### src/rtl/intra_delay_pkg.sv
// intra_delay_reg shared types and helpers.
// Holds the state enum, the counter sizing function and the legal DELAY range.
package intra_delay_pkg;

    typedef enum logic {
        IDLE = 1'b0,
        WAIT = 1'b1
    } state_t;

    localparam int DELAY_MIN = 1;
    localparam int DELAY_MAX = 1023;

    // The counter holds DELAY-1 at most; keep at least one bit for DELAY=1.
    function automatic int cnt_width(input int d);
        int w;
        w = $clog2(d);
        return (w < 1) ? 1 : w;
    endfunction

endpackage

### src/rtl/intra_delay_chan.sv
// One intra_delay_reg channel.
// Captures data on load and commits it DELAY cycles later, optionally re-arming.
module intra_delay_chan
    import intra_delay_pkg::*;
#(
    parameter int               WIDTH    = 4,
    parameter int               DELAY    = 10,
    parameter logic [WIDTH-1:0] INIT_VAL = '0
) (
    input  logic             clk,
    input  logic             reset,
    input  logic             load,
    input  logic [WIDTH-1:0] load_data,
    input  logic             repeat_en,
    output logic [WIDTH-1:0] value,
    output logic             valid,
    output logic             busy,
    output logic             done,
    output logic             overrun
);

    localparam int            CW     = cnt_width(DELAY);
    localparam logic [CW-1:0] RELOAD = CW'(DELAY - 1);
    localparam logic [CW-1:0] ONE    = CW'(1);

    state_t           state, state_nx;
    logic [WIDTH-1:0] hold, hold_nx;
    logic [CW-1:0]    cnt, cnt_nx;
    logic             commit;
    logic             reject;

    always_comb begin
        state_nx = state;
        hold_nx  = hold;
        cnt_nx   = cnt;
        commit   = 1'b0;
        reject   = 1'b0;
        unique case (state)
            IDLE: begin
                if (load) begin
                    hold_nx  = load_data;
                    cnt_nx   = RELOAD;
                    state_nx = WAIT;
                end
            end
            WAIT: begin
                if (cnt != '0) begin
                    cnt_nx = cnt - ONE;
                    reject = load;
                end else begin
                    commit = 1'b1;
                    // A load on the commit edge chains straight into a new wait.
                    if (load) begin
                        hold_nx = load_data;
                        cnt_nx  = RELOAD;
                    end else if (repeat_en) begin
                        cnt_nx = RELOAD;
                    end else begin
                        state_nx = IDLE;
                    end
                end
            end
        endcase
    end

    always_ff @(posedge clk) begin
        if (reset) begin
            state   <= IDLE;
            hold    <= '0;
            cnt     <= '0;
            value   <= INIT_VAL;
            valid   <= 1'b0;
            done    <= 1'b0;
            overrun <= 1'b0;
        end else begin
            state   <= state_nx;
            hold    <= hold_nx;
            cnt     <= cnt_nx;
            done    <= commit;
            overrun <= reject;
            if (commit) begin
                value <= hold;
                valid <= 1'b1;
            end
        end
    end

    assign busy = (state == WAIT);

endmodule

### src/rtl/intra_delay_reg.sv
// Multi-channel clocked replacement for "reg = #delay value".
// Each channel is an independent intra_delay_chan on its own bus slice.
module intra_delay_reg
    import intra_delay_pkg::*;
#(
    parameter int               WIDTH    = 4,
    parameter int               DELAY    = 10,
    parameter int               CHANNELS = 1,
    parameter logic [WIDTH-1:0] INIT_VAL = '0
) (
    input  logic                      clk,
    input  logic                      reset,
    input  logic [CHANNELS-1:0]       load,
    input  logic [CHANNELS*WIDTH-1:0] load_data,
    input  logic [CHANNELS-1:0]       repeat_en,
    output logic [CHANNELS*WIDTH-1:0] value,
    output logic [CHANNELS-1:0]       valid,
    output logic [CHANNELS-1:0]       busy,
    output logic [CHANNELS-1:0]       done,
    output logic [CHANNELS-1:0]       overrun
);

    if (DELAY < DELAY_MIN || DELAY > DELAY_MAX) begin : g_bad_delay
        $error("intra_delay_reg: DELAY out of range 1..1023");
    end

    for (genvar c = 0; c < CHANNELS; c++) begin : g_chan
        intra_delay_chan #(
            .WIDTH    (WIDTH),
            .DELAY    (DELAY),
            .INIT_VAL (INIT_VAL)
        ) u_chan (
            .clk       (clk),
            .reset     (reset),
            .load      (load[c]),
            .load_data (load_data[c*WIDTH +: WIDTH]),
            .repeat_en (repeat_en[c]),
            .value     (value[c*WIDTH +: WIDTH]),
            .valid     (valid[c]),
            .busy      (busy[c]),
            .done      (done[c]),
            .overrun   (overrun[c])
        );
    end

endmodule

### config.mk
export PLATFORM = sky130hd
export DESIGN_NAME = intra_delay_reg
export DESIGN_NICKNAME = d
export VERILOG_FILES = /design/src/rtl/intra_delay_pkg.sv /design/src/rtl/intra_delay_chan.sv /design/src/rtl/intra_delay_reg.sv
export SDC_FILE = /design/constraint.sdc
export NUM_CORES = 1
export LEC_CHECK = 0
export BUFFER_PORTS_ARGS = -buffer_cell sky130_fd_sc_hd__buf_2
export CAP_MARGIN = 40
export CORE_MARGIN = 1.5
export CORE_UTILIZATION = 46
export DETAILED_ROUTE_END_ITERATION = 8
export GPL_ROUTABILITY_DRIVEN = 0
export GPL_TIMING_DRIVEN = 0
export PLACE_DENSITY = 0.79
export SYNTH_ARGS = -nofsm -noshare
export SYNTH_HDL_FRONTEND = slang
export SYNTH_SLANG_ARGS = --single-unit
export TNS_END_PERCENT = 30
### constraint.sdc
create_clock -name clk -period 2.4 [get_ports clk]
set_clock_uncertainty 0.15 [all_clocks]
set_input_delay 0.48 -clock clk [delete_from_list [all_inputs] [get_ports clk]]
set_output_delay 0.48 -clock clk [all_outputs]
set_load 0.02 [all_outputs]
==> run summary, run 1 <==
number of global-route vias before repair - 455
Post-DRT Antenna Nets - 0
delay-heaviest family, CP - compound AO/OA/AOI/OAI gates
Rel. slew slack - 68.53%
PwrDens - 720.6 nW/um2
GR Overflow Total - 0
TNS Setup - 0 ns
Final HPWL DP - 850.7 um
Setup Buffers After CTS - 0
Total Power - 0.5942 mW
CP max stage delay - 0.36 ns
most instantiated cells after synthesis - dfxtp_1 (16), mux2i_1 (8), nand2_1 (8), nor2_1 (8), inv_1 (4)
clock root buffer - clkbuf_4
core area - 1366 um2
Tcrit/Tclk final - 77.60%
initial antenna violation count - 0
Crit Path Class - flop to flop
ys async rst share - 0%
area growth from synthesis to layout - 17.89%
Max Freq - 537.0 MHz
Crit. End Element - flop
most frequent cell after synthesis - dfxtp_1
share of cells above drive strength 1 - 30.68%
std cell rows - 13
clk sinks - 16
MaxCap Viol Count - 0
IO Pins - 16
Die Wd - 42.00 um
wire length per cell - 12.03 um
Die ar. - 1764 um2
vias post-DR - 545
first-pass GRT wire length - 1966 um
largest net degree at the start of global routing - 11
Mapped Cells - 70
net count after synthesis - 80
Worst Path Buf+Inv - 2
drc violations - 0
synthesized area per cell - 9.992 um2
Starting Density - 51.19%
Synth Warn # - 0
Final min period - 1.862 ns
outcome - finished clean
Adder-Cell Fraction of Synth Area - 3.578%
Synth cell types - 26
dpl ws - 0.5756 ns
Yosys reg bits - 16
synth top area cells - dfxtp_1 (46%), mux2i_1 (11%), nand2_1 (4.3%), nor2_1 (4.3%), ha_1 (3.6%)
synthesized-area fraction occupied by and/or/nand/nor cells - 19.32%
worst hold path type - input port to flop
count of final setup violators - 0
clk_lat worst skew - 0.29 ns
setup slack, reg-to-reg - 0.54 ns
area leader, netlist - dfxtp_1
CP Cell Sequence - inv_1, ha_1, or3b_1, buf_6, o311a_1, a211oi_2
RSZ-0062 raised after global routing - no
Post-Syn Area - 699.4 um2
share of the yosys chip area belonging to registers - 45.80%
Data required, critical path - 2.47 ns
number of synthesized flops with an enable pin - 0
via/cell ratio - 5.291
H-Tree Depth - 1
Startpoint Class - flop
Synth Area in XOR/XNOR - 0%
Inserted Diodes - 0
I/O Buffers - 14
Crit path arrival time - 1.94 ns
Global Route Usage Sum - 15.55%
Least-Margin Pin Slew - 0.4720 ns
Peak VDD IR - 0.0005040 V
Compound-Gate Fraction of Synth Area - 13.60%
Synth Flop Type - dfxtp_1
WL final - 1239 um
setup ws final - 0.5377 ns
drt pass-1 iters - 4
area share of the largest cell type after synthesis - 45.80%
fin nets - 99
hold buffer count at cts - 0
post-CTS sizing - 0
mux contribution to synthesized area - 11.45%
DR iter-0 viols - 17
Final Hold Vio Count - 0
largest family of logic cells by synthesized area - simple AND/OR/NAND/NOR gates
crit-path max FO - 6
Reg clk slew, reported paths - 0.10 ns
Die Ht - 42.00 um
worst-case clock buffer depth - 2
Lkg Pwr - 0.3754 nW
Num CTS Buffers - 3
pins over their slew limit - 0
slowest CP cell - or3b_1
CTS tree - yes
## flip-flops by register name (all words and copies together), names as in the netlist
signal	count
g_chan.u_chan.busy	1
g_chan.u_chan.cnt	4
g_chan.u_chan.done	1
g_chan.u_chan.hold	4
g_chan.u_chan.overrun	1
g_chan.u_chan.valid	1
g_chan.u_chan.value	4
## layout make-up
type / instances / area, um2
Buffer: 5 / 28.78
Fill cell: 127 / 541.8
Sequential cell: 16 / 320.3
Tap cell: 15 / 18.77
Timing Repair Buffer: 14 / 70.07
Multi-Input combinational cell: 45 / 335.3
Clock buffer: 4 / 36.28
Inverter: 4 / 15.01
## placed cells by master, fill, tap and decap left out, types with 2 or more instances in the layout
master | synthesis | layout
clkbuf_4 | 0 | 3
buf_2 | 2 | 16
nand3b_1 | 2 | 2
nor2_1 | 8 | 8
inv_1 | 4 | 4
nand2_1 | 8 | 8
a21oi_1 | 2 | 2
dfxtp_1 | 16 | 16
ha_1 | 2 | 2
clkbuf_1 | 2 | 2
mux2i_1 | 8 | 8
## power breakdown
part           switching (mW)  internal (mW)
combinational          0.0619         0.0534
clock                  0.0907         0.0925
sequential             0.0109          0.285
## routing by layer
layer	global-route usage [%]	vias to the layer above	share of wire, %
met3	3.879	4	5.0
met1	20.87	248	49
met4	13.55	0	3.7
met5	0	-	0
met2	20.31	15	42
li1	-	278	-
## worst min-delay path, stage by stage
cell and delay (ns):
buf_2 0.10, nand2_1 0.04, mux2i_1 0.05
## per-stage QoR
stage               hold slack, ns  utilization [%]  cell area (um2)  std cells
CTS                         0.2720            60.35            824.5        103
global route                0.2694            60.35            824.5        103
finish                      0.2745            60.35            824.5        103
detailed placement          0.3068            57.69            788.3         99
floorplan                   0.2844                -            699.4         70
global placement            0.2941            57.69            788.3         99
## path summary, 6_finish.rpt
| path | startpoint | end | cells after the start |
|---|---|---|---|
| max reg2reg | g_chan[0].u_chan.cnt[0]$_SDFFE_PP0P_ | g_chan[0].u_chan.cnt[0]$_SDFFE_PP0P_ | 6 |
| min reg2reg | g_chan[0].u_chan.hold[2]$_SDFFE_PP0P_ | g_chan[0].u_chan.hold[2]$_SDFFE_PP0P_ | 2 |
| max | g_chan[0].u_chan.cnt[0]$_SDFFE_PP0P_ | g_chan[0].u_chan.cnt[0]$_SDFFE_PP0P_ | 6 |
| min | load_data[2] | g_chan[0].u_chan.hold[2]$_SDFFE_PP0P_ | 3 |
## cell families after synthesis
group,after synthesis
adder cells (fa/ha/maj),2
flip-flops,16
buffers and inverters,9
AO/OA/AOI/OAI,10
AND/OR/NAND/NOR,25
multiplexers,8
No activity file was read; power rests on OpenSTA's default activity.
==> inputs of run 2 (changes only) <==
clock period = 1.8 ns   (was 2.4 ns; I/O delays follow)
==> run summary, run 2 (same netlist as run 1, synthesis figures left out) <==
H-Tree Depth - 1
vias post-DR - 560
core area - 1366 um2
r2r startpoint - g_chan[0].u_chan.cnt[1]$_SDFFE_PP0P_
count of final setup violators - 0
largest net degree at the start of global routing - 11
pins over their slew limit - 0
R2R cell count - 6
CP max stage delay - 0.35 ns
Die Wd - 42.00 um
Num CTS Buffers - 3
dpl ws - -0.02444 ns
Global Route Usage Sum - 15.73%
number of global-route vias before repair - 465
placed cell count - 99
CP Cell Sequence - inv_2, ha_4, or3b_1, buf_6, o311a_1, a211oi_2
area growth from synthesis to layout - 21.47%
initial antenna violation count - 0
final instance area - 849.6 um2
Worst Hold Endpoint - g_chan[0].u_chan.hold[1]$_SDFFE_PP0P_
Tcrit/Tclk final - 94.31%
Lkg Pwr - 0.3816 nW
worst hold path type - input port to flop
WL final - 1266 um
clock root buffer - clkbuf_4
Final HPWL DP - 850.7 um
drc violations - 0
share of cells above drive strength 1 - 37.08%
delay-heaviest family, CP - compound AO/OA/AOI/OAI gates
wire length per cell - 12.17 um
Peak VDD IR - 0.0006709 V
hold buffer count at cts - 0
final hold slack - 0.1567 ns
Crit path arrival time - 1.76 ns
setup slack, reg-to-reg - 0.10 ns
area post-placement - 788.3 um2
Data required, critical path - 1.86 ns
Post-DRT Antenna Nets - 0
Final Hold Vio Count - 0
std cell rows - 13
Die Ht - 42.00 um
PwrDens - 943.2 nW/um2
clk_lat worst skew - 0.29 ns
first-pass GRT wire length - 1994 um
Inserted Diodes - 0
via/cell ratio - 5.385
Crit Path Class - flop to flop
DR iter-0 viols - 15
final std cells w/o fill - 104
fin nets - 100
Reg2Reg Capture Point - g_chan[0].u_chan.cnt[0]$_SDFFE_PP0P_
RSZ-0062 raised after global routing - no
GR Overflow Total - 0
I/O Buffers - 14
Starting Density - 51.19%
MaxCap Viol Count - 0
most frequent cells in the layout - buf_2 (16), dfxtp_1 (14), nand2_1 (8), mux2i_1 (8), nor2_1 (8)
slowest CP cell - or3b_1
Crit. End Element - flop
crit-path max FO - 6
outcome - finished clean
Least-Margin Pin Slew - 0.4658 ns
Reg clk slew, reported paths - 0.09 ns
hold wc startpoint - load_data[1]
Hold Path Depth - 3
most common cell after layout, fill and taps aside - buf_2
CTS tree - yes
Rel. slew slack - 68.95%
Final min period - 1.698 ns
clk sinks - 16
setup ws final - 0.1023 ns
Die ar. - 1764 um2
Regs by FF count - g_chan.u_chan.cnt: 4 flops, g_chan.u_chan.hold: 4 flops, g_chan.u_chan.value: 4 flops
Max Freq - 589.0 MHz
IO Pins - 16
Startpoint Class - flop
Worst Path Buf+Inv - 2
drt pass-1 iters - 4
worst-case clock buffer depth - 2
run 2: final cells by class:
type / instances / area [um2]
Fill cell: 121 / 516.7
Multi-Input combinational cell: 45 / 347.8
Sequential cell: 16 / 322.8
Timing Repair Buffer: 15 / 77.57
Clock buffer: 4 / 36.28
Buffer: 5 / 28.78
Tap cell: 15 / 18.77
Inverter: 4 / 17.52
run 2: worst max path at each step:
stage | from | to | slack [ns] | cells past startpoint
floorplan | g_chan[0].u_chan.cnt[0]$_SDFFE_PP0P_ | g_chan[0].u_chan.cnt[0]$_SDFFE_PP0P_ | 0.07 | 6
global placement | g_chan[0].u_chan.cnt[0]$_SDFFE_PP0P_ | g_chan[0].u_chan.cnt[0]$_SDFFE_PP0P_ | -0.01 | 6
detailed placement | g_chan[0].u_chan.cnt[0]$_SDFFE_PP0P_ | g_chan[0].u_chan.cnt[0]$_SDFFE_PP0P_ | -0.02 | 6
CTS | g_chan[0].u_chan.cnt[1]$_SDFFE_PP0P_ | g_chan[0].u_chan.cnt[0]$_SDFFE_PP0P_ | 0.003 | 6
global route | g_chan[0].u_chan.cnt[1]$_SDFFE_PP0P_ | g_chan[0].u_chan.cnt[0]$_SDFFE_PP0P_ | 0.03 | 6
finish | g_chan[0].u_chan.cnt[1]$_SDFFE_PP0P_ | g_chan[0].u_chan.cnt[0]$_SDFFE_PP0P_ | 0.10 | 6
run 2: repair_timing:
action	CTS	global route
endpoints found under the setup margin	2	5
setup buffers	1	0
resized for setup	3	4
pin swaps	0	2
run 2: report_power, final:
group          internal (mW)  switching, mW
combinational         0.0769         0.0866
sequential             0.381         0.0157
clock                  0.123          0.118
total                  0.581          0.220
run 2: metal layers:
metal / vias up / wire length, um / global-route usage, %
met2: 11 / 567 / 21.25
met5: - / 0 / 0
met3: 4 / 47 / 3.879
li1: 279 / - / -
met1: 266 / 604 / 20.60
met4: 0 / 46 / 13.55
run 2: metrics by stage:
stage               TNS [ns]  power (mW)  utilization, %
floorplan                  0      0.5192               -
global placement    -0.01407      0.5522           57.69
detailed placement  -0.02444      0.5546           57.69
CTS                        0      0.8008           61.17
global route               0      0.8415           62.18
finish                     0      0.8013           62.18
run 2: worst min-delay path, stage by stage:
cell and delay, ns:
buf_2 0.09, nand2_1 0.04, mux2i_1 0.06
